===== src/rtl/cdc_fifo_pkg.sv =====
// Shared definitions for the dual-clock CDC FIFO: default geometry and pointer code conversions.
package cdc_fifo_pkg;

   // Default memory index width; the FIFO holds 2**AddrWidthDefault entries.
   localparam int unsigned AddrWidthDefault = 3;

   // Widest pointer the conversion helpers accept. Callers zero-extend to this width
   // and cast the result back to their pointer width.
   localparam int unsigned PtrMaxW = 32;

   typedef logic [PtrMaxW-1:0] ptr_word_t;

   // Binary to reflected Gray code. Consecutive binary values differ in one Gray bit.
   function automatic ptr_word_t bin2gray(input ptr_word_t bin);
      return bin ^ (bin >> 1);
   endfunction

   // Gray to binary over the low 'width' bits. Each binary bit is the XOR of every
   // Gray bit at or above it, so the prefix runs down from the MSB.
   // Bits above 'width' are passed through and are expected to be zero.
   function automatic ptr_word_t gray2bin(input ptr_word_t gray, input int unsigned width);
      ptr_word_t bin;
      bin = gray;
      for (int i = int'(width) - 2; i >= 0; i--) begin
         bin[i] = bin[i+1] ^ gray[i];
      end
      return bin;
   endfunction

endpackage


===== src/rtl/read_control_logic.sv =====
// Read-side pointer and flag controller of the dual-clock CDC FIFO.
// Advances the read pointer on accepted reads, publishes it in Gray code for the
// write domain, and derives empty / almost-empty / level / underflow from the write
// pointer that has already been synchronised into read_clk.
module read_control_logic
   import cdc_fifo_pkg::*;
#(
   parameter int unsigned ADDR_WIDTH          = AddrWidthDefault,
   parameter int unsigned ALMOST_EMPTY_THRESH = 2
) (
   input  logic                  read_clk,
   input  logic                  read_rst,
   input  logic                  read_enable_in,
   input  logic [ADDR_WIDTH:0]   write_addr_gray_sync,
   output logic [ADDR_WIDTH:0]   read_addr_gray,
   output logic [ADDR_WIDTH-1:0] read_addr,
   output logic                  read_enable_out,
   output logic                  read_data_valid,
   output logic                  fifo_empty,
   output logic                  fifo_almost_empty,
   output logic [ADDR_WIDTH:0]   read_level,
   output logic                  read_underflow
);

   // Pointers carry one extra wrap bit so full and empty are distinguishable.
   localparam int unsigned PtrW = ADDR_WIDTH + 1;
   localparam logic [PtrW-1:0] Thresh = PtrW'(ALMOST_EMPTY_THRESH);

   logic [PtrW-1:0] rptr_q, rptr_d;
   logic [PtrW-1:0] gray_q, gray_d;
   logic [PtrW-1:0] level_q, level_d;
   logic [PtrW-1:0] wbin;
   logic            empty_q, empty_d;
   logic            aempty_q, aempty_d;
   logic            valid_q, valid_d;
   logic            underflow_q, underflow_d;

   // Read acceptance, next pointer and next flags, all from the pointer after this read.
   always_comb begin
      // A read is never accepted while empty or during reset, so the RAM is never over-read.
      read_enable_out = read_enable_in & ~empty_q & ~read_rst;
      rptr_d          = rptr_q + {{ADDR_WIDTH{1'b0}}, read_enable_out};
      wbin            = PtrW'(gray2bin(PtrMaxW'(write_addr_gray_sync), PtrW));
      gray_d          = PtrW'(bin2gray(PtrMaxW'(rptr_d)));
      // Modular difference; the write side guarantees it never exceeds the depth.
      level_d         = wbin - rptr_d;
      // Compare in Gray space so a stale synchronised pointer can only hold empty longer.
      empty_d         = (gray_d == write_addr_gray_sync);
      aempty_d        = (level_d <= Thresh);
      valid_d         = read_enable_out;
      underflow_d     = read_enable_in & empty_q & ~read_rst;
   end

   // Pointer, flag and strobe registers with synchronous reset.
   always_ff @(posedge read_clk) begin
      if (read_rst) begin
         rptr_q      <= '0;
         gray_q      <= '0;
         level_q     <= '0;
         empty_q     <= 1'b1;
         aempty_q    <= 1'b1;
         valid_q     <= 1'b0;
         underflow_q <= 1'b0;
      end else begin
         rptr_q      <= rptr_d;
         gray_q      <= gray_d;
         level_q     <= level_d;
         empty_q     <= empty_d;
         aempty_q    <= aempty_d;
         valid_q     <= valid_d;
         underflow_q <= underflow_d;
      end
   end

   assign read_addr_gray    = gray_q;
   assign read_addr         = rptr_q[ADDR_WIDTH-1:0];
   assign read_level        = level_q;
   assign fifo_empty        = empty_q;
   assign fifo_almost_empty = aempty_q;
   assign read_data_valid   = valid_q;
   assign read_underflow    = underflow_q;

endmodule


===== config.mk =====
export PLATFORM = sky130hd
export DESIGN_NAME = read_control_logic
export DESIGN_NICKNAME = d
export VERILOG_FILES = /design/src/rtl/cdc_fifo_pkg.sv /design/src/rtl/read_control_logic.sv
export SDC_FILE = /design/constraint.sdc
export NUM_CORES = 1
export LEC_CHECK = 0
export BUFFER_PORTS_ARGS = -buffer_cell sky130_fd_sc_hd__buf_2
export CORE_ASPECT_RATIO = 1.4
export CORE_MARGIN = 2
export CORE_UTILIZATION = 35
export CTS_BUF_LIST = sky130_fd_sc_hd__clkbuf_8
export DETAILED_ROUTE_END_ITERATION = 6
export PLACE_DENSITY = 0.69
export SETUP_SLACK_MARGIN = 0.1
export SLEW_MARGIN = 0
export SYNTH_ARGS = -nofsm -noshare
export SYNTH_HDL_FRONTEND = slang
export SYNTH_SLANG_ARGS = --single-unit

===== constraint.sdc =====
create_clock -name read_clk -period 3.46 [get_ports read_clk]
set_clock_uncertainty 0.1 [all_clocks]
set_input_delay 0.692 -clock read_clk [delete_from_list [all_inputs] [get_ports read_clk]]
set_output_delay 0.692 -clock read_clk [all_outputs]
set_load 0.01 [all_outputs]

# ---- Yosys cells after proc, flatten, opt, wreduce, memory -nomap -nowiden
# Cells that the tools add are included.
# W data, S select, Z words.
dict set report op_classes {
  magnitude_cmp 1
  bitwise_logic 10
  n_addsub 2
  n_eq_ne 1
}
# cell count
set op_table {}
lappend op_table {{$add A4 B1 Y4} 1}
lappend op_table {{$and A1 B1 Y1} 4}
lappend op_table {{$eq A4 B4 Y1} 1}
lappend op_table {{$le A4 B2 Y1 const B} 1}
lappend op_table {{$sub A4 B4 Y4} 1}
lappend op_table {{$xor A4 B3 Y4} 1}
lappend op_table {{$xor A1 B1 Y1} 3}
lappend op_table {{$not A1 Y1} 2}
dict set report totals {
  word_cells 21
  regBits 16
  output_inout_bits 16
}

# ---- Depth between registers and ports, before layout
# Gate-level depths: netlist (run 1).
dict set report logic_depth {
  word_depth 6
  ltp_mapped 11
}

# ---- Worst setup path before layout (run 1)
# Ideal clock, no wire load.
dict set report synth_timing {
  kind {input to register}
  startpoint {input read_rst}
  endpoint {register aempty_q, in the netlist fifo_almost_empty}
  stages 11
  setup_slack_ns 0.168
  t_arrival_ns 3.078
  t_required_ns 3.245
  path_buffers 1
  setup_ns 0.115
  path_cell_list {buf_4 > nor3b_1 > ha_1 > ha_1 > inv_1 > ha_1 > nor2b_1 > or3_1 > a311oi_2 > xor2_1 > o21ba_1}
}
dict set report synth_between {
  elab_chain_cells 5
}
# element line_no
set synth_rtl {}
lappend synth_rtl {{start: declaration} read_control_logic.sv:12} ;# input logic read_rst,
lappend synth_rtl {{$not A1 Y1} read_control_logic.sv:41} ;# read_enable_out = read_enable_in & ~empty_q & ~read_rst;
lappend synth_rtl {{$and A1 B1 Y1} read_control_logic.sv:41}
lappend synth_rtl {{via read_enable_out} read_control_logic.sv:17} ;# output logic read_enable_out,
lappend synth_rtl {{$add A4 B1 Y4} read_control_logic.sv:42} ;# rptr_d = rptr_q + {{ADDR_WIDTH{1'b0}}, read_enable_out};
lappend synth_rtl {{via rptr_d[1]} read_control_logic.sv:29} ;# logic [PtrW-1:0] rptr_q, rptr_d;
lappend synth_rtl {{$sub A4 B4 Y4} read_control_logic.sv:46} ;# level_d = wbin - rptr_d;
lappend synth_rtl {{$le A4 B2 Y1} read_control_logic.sv:49} ;# aempty_d = (level_d <= Thresh);
lappend synth_rtl {{end signal: assignment} read_control_logic.sv:69} ;# aempty_q <= aempty_d;
lappend synth_rtl {{end: declaration} read_control_logic.sv:34} ;# logic aempty_q, aempty_d;
# The timed path passes the listed nets, and every way through them passes these cells.
# A chain may end at the register's enable or synchronous reset.

# ---- Worst setup path after layout (run 1)
dict set report layout_timing {
  startpoint {input read_enable_in}
  endpoint {register aempty_q, in the netlist fifo_almost_empty}
}
dict set report layout_between {
  elab_chain_cells 5
}
# element line_no
set layout_rtl {}
lappend layout_rtl {{start: declaration} read_control_logic.sv:13} ;# input logic read_enable_in,
lappend layout_rtl {{$and A1 B1 Y1 (2 in a row)} read_control_logic.sv:41}
lappend layout_rtl {{$add A4 B1 Y4} read_control_logic.sv:42}
lappend layout_rtl {{via rptr_d[1]} read_control_logic.sv:29}
lappend layout_rtl {{$sub A4 B4 Y4} read_control_logic.sv:46}
lappend layout_rtl {{$le A4 B2 Y1} read_control_logic.sv:49}
# The timed path passes the listed nets, and every way through them passes these cells.

==> metrics.txt, run 1 <==
clock insertion delay at the later pin of the skew report 240 ps; hold depth 1; crit path DAT between 3000 and 4000 ps; drt pass-1 iters 2; TritonCTS Buffers 3; cell taking the most area after synthesis dfxtp_1; post-CTS setup repair buffer count 0; Sink Count 15; io pins 23; Post-Route WL 1170 um; kind of start point of the critical path primary input; total core area 1950 sq um; syn nets 82; clock slew at reported path FFs 60 ps; most frequent cells in the layout buf_2, dfxtp_1, nor2_1; CTS tree done; Routed Antenna Nets 0; Post-Layout Cell Count 117; minimum clock period after layout 2980 ps; antenna cell count 0; chip width 42.5 um; Vias/cell 4.80; initial core utilization 37.2%; Die Height roughly 58 um; setup TNS 0 ps; drt drc 0; Yosys top cell area share around two fifths; RSZ-0062 raised after global routing no; post-synthesis cell type count 26; GRT Overall Usage 11.7%; Post-Syn Instances 70; leakage 0.448 nW; Vias 562; htree depth 1; VDD IR max 0.000149 V; antenna violations before repair 0; CP max FO 5; GP Congestion 0.770; Max-slew headroom 63.5%; Synth Register Bits 15; Syn Area/Cell 10.3 sq um; P&R area growth vs syn 25.6%; CP Data Required Time between 3000 and 4000 ps; kind of critical path in2reg; Synth area leaders dfxtp_1, xnor2_1, ha_1; final hold viol count 0; first-pass GRT wire length 2130 um; clk buf depth 2; yosys warns 0; # Max-Cap Violations 0; Worst-Margin Slew 545 ps; Overflow after GRT 0; fin. max-slew vios 0; Final Cycle Share 86.3%; hold_buf cts 0; Fmax 0.335 GHz; drt wl/cell between 10 and 15 um; Die ar. between 2000 and 2500 sq um; nets@finish 109; vias in the first global route 532; area of the mapped netlist 724 sq um; layout cell share with drive strength beyond 1 about a third; largest net degree at the start of global routing 18; worst hold path class reg2reg; Buffers on Ports 22; post-CTS sizing 0; # setup viols final 0; Row Count 19; commonest non-fill, non-tap cell in the layout buf_2; Pwr Density 449 nW/um^2; Worst setup EP type register; R2R cell count 10; filler instances 199; DPL Wire Length 970 um; outcome finished, final reports clean; clk root buf clkbuf_8; placed instance count 113; drt initial violations 2; Seq/Total Area, Yosys 41.5%
## flip-flops by register name (all words and copies together) (netlist names)
register and count:
read_level 4, rptr_q 4, read_addr_gray 3, fifo_almost_empty 1, fifo_empty 1, read_data_valid 1, read_underflow 1
## area by class of cell
cell class              instances  area, sq um  area share, %
multi-input cells              50          402           44.2
flip-flops and latches         15          300           33.0
repair buffers                 24          125           13.8
clock buffers                   3         41.3           4.54
well taps                      21         26.3           2.89
inverters                       3         11.3           1.24
clock inverters                 1         3.75          0.413
## layer usage
metal | GRT usage, % | wire length [um]
met4 | 8.04 | 36
met5 | 0 | 0
met1 | 12.2 | 449
met2 | 20.2 | 615
met3 | 3.12 | 73
## report_power, final
part	leakage [nW]	internal, mW	switching, mW	total (mW)
Sequential	0.123	0.186	0.00295	0.189
Combinational	0.297	0.0420	0.0439	0.0860
Clock	0.0269	0.0783	0.0555	0.134
Total	0.448	0.307	0.102	0.409
## worst paths after layout
path | from | end | slack (ps)
hold / removal | fifo_empty | read_data_valid | 360
setup reg to reg | fifo_empty | fifo_almost_empty | 690
setup / recovery | read_enable_in | fifo_almost_empty | 480
hold reg to reg | fifo_empty | read_data_valid | 360
## cells by family after synthesis
family                   after synthesis  synth area share (%)
AO/OA/AOI/OAI                          7                  8.12
AND/OR/NAND/NOR                       24                  17.1
XOR/XNOR                              14                  20.6
flip-flops                            15                  41.5
buffers and inverters                  5                  3.11
adder cells (fa/ha/maj)                5                  9.67
## worst max-delay path, cell delays in order
cell and delay, ps:
buf_2 100, nor3b_1 140, ha_1 210, ha_1 410
inv_1 120, ha_1 290, nor2b_1 160, or3_1 330
a311oi_2 280, xor2_1 120, o21ba_1 180
## cell usage after synthesis, drive strengths merged
library cell,count
nor2b,2
a21o,1
o22ai,1
and3b,1
clkbuf,1
nor3b,2
a311oi,1
o21ai,2
fa,1
nor4,1
nor2,10
inv,3
ha,4
nand3,2
o21ba,1
nand2b,1
or3,3
xor2,5
dfxtp,15
nand2,2
o211a,1
xnor2,9
buf,1
## stage by stage
stage | instance area (sq um) | hold slack (ps) | setup WS, ps | power (mW) | utilization [%]
after floorplan | 724 | 397 | 168 | 0.252 | -
after global placement | 865 | 353 | 225 | 0.279 | 44.4
after detailed placement | 865 | 358 | 199 | 0.280 | 44.4
after CTS | 910 | 367 | 448 | 0.415 | 46.7
after global routing | 910 | 406 | 282 | 0.435 | 46.7
final | 910 | 364 | 476 | 0.409 | 46.7
No activity file was read; power rests on OpenSTA's default activity.
==> run 2, diff against run 1 <==
- CORE_ASPECT_RATIO: 1.4 -> unset
- CORE_MARGIN: 2 -> 5
- CORE_UTILIZATION: 35 -> 40
- PLACE_DENSITY: 0.69 -> 0.76
==> run 2 against run 1 <==
Net effect:
- sequential share of layout area about the same
- first-iteration DRC count rose to 2.5 times the previous value
- fmax up 0.10%
- routed wire length up 5.3%
- final area down 0.14%
- global-route usage down 0.75 points
- sequential cell count unchanged
- critical endpoint unchanged
- largest cell class unchanged
- largest power group unchanged
- highest routed layer unchanged
==> metrics.txt, run 2 (synthesis gave the netlist of run 1 again) <==
GRT Overall Usage a little over a tenth; initial core utilization 42.0%; VDD IR max 0.000185 V; antenna cell count 0; Max-slew headroom 61.5%; first-pass GRT wire length around 2100 um; clk root buf clkbuf_8; post-CTS sizing 0; fin. max-slew vios 0; leakage 0.441 nW; Place WS 204 ps; kind of critical path in2reg; worst hold path class reg2reg; drt pass-1 iters 4; TritonCTS Buffers 3; hold_buf cts 0; Vias 547; Die Height 52.6 um; htree depth 1; drt drc 0; Routed Antenna Nets 0; drt wl/cell 10.3 um; Buffers on Ports 22; final hold viol count 0; FF/Latch Area 300 sq um; setup TNS 0 ps; Multi-input gate area 402 sq um; CP max FO 5; post-CTS setup repair buffer count 0; P&R area growth vs syn 25.4%; Worst setup EP type register; Final Cycle Share 86.2%; GP Congestion ~0.75; Setup WS post-layout 479 ps; total core area around 1700 sq um; layout cell share with drive strength beyond 1 32.6%; placed instance count 116; vias in the first global route 541; io pins 23; outcome finished, final reports clean; Overflow after GRT 0; drt initial violations 5; Die ar. 2760 sq um; Sink Count 15; minimum clock period after layout between 2000 and 3000 ps; CP Data Required Time 3550 ps; kind of start point of the critical path primary input; CTS tree done; Vias/cell 4.56; nets@finish 108; RSZ-0062 raised after global routing no; Pwr Density ~450 nW/um^2; commonest non-fill, non-tap cell in the layout buf_2; filler instances 157; Row Count 15; Post-Layout Cell Count 120; largest net degree at the start of global routing 18; crit path DAT 3080 ps; Post-Route WL 1240 um; clock slew at reported path FFs about 60 ps; Fmax ~0.34 GHz; DPL Wire Length 989 um; antenna violations before repair 0; # setup viols final 0; Worst-Margin Slew 575 ps; # Max-Cap Violations 0; total power between 0.4 and 0.5 mW; chip width 52.6 um; most frequent cells in the layout buf_2, dfxtp_1, nor2_1; clk buf depth 2; clock insertion delay at the later pin of the skew report 250 ps
-- run 2: cell types whose count changed in the layout (fill, tap and decap cells not counted) --
cell,change
buf_4,-1
clkinv_2,+1
inv_1,-1
-- run 2: worst max-delay path, stage by stage --
cell and delay (ps):
buf_2 100, nor3b_1 140, ha_1 210, ha_1 400
inv_1 110, ha_1 290, nor2b_1 160, or3_1 320
a311oi_2 270, xor2_1 230, o21ba_1 140
-- run 2: layer usage --
metal / track usage, % / vias to the layer above / share of wire [%]
met3: 1.71 / 5 / 7.1
met2: 17.6 / 18 / 44
met4: 11.5 / 0 / 5.0
met1: 11.6 / 244 / 44
li1: - / 280 / -
met5: 0 / - / 0
-- run 2: power by group --
part	leakage [nW]	total, mW	switching, mW	internal (mW)
registers	0.123	0.189	0.00322	0.186
logic	0.293	0.0853	0.0453	0.0400
clock network	0.0255	0.138	0.0587	0.0797
-- run 2: worst paths after layout --
path / start / end / slack [ps] / cells after the start
max: read_enable_in / fifo_almost_empty / 480 / 11
min reg2reg: fifo_empty / read_data_valid / 370 / 1
max reg2reg: fifo_empty / fifo_almost_empty / 680 / 10
min: fifo_empty / read_data_valid / 370 / 1
-- run 2: area by class of cell --
type,count,area share [%]
Sequential cell,15,33.1
Clock inverter,1,0.551
Inverter,3,1.24
Tap cell,25,3.44
Multi-Input combinational cell,50,44.2
Clock buffer,3,4.55
Timing Repair Buffer,23,12.9
-- run 2: per-stage QoR --
step | util, % | hold slack, ps | area [sq um]
after global routing | 52.6 | 401 | 908
after detailed placement | 49.9 | 357 | 862
after CTS | 52.6 | 365 | 908
after global placement | 49.9 | 351 | 862
final | 52.6 | 366 | 908
after floorplan | - | 397 | 724
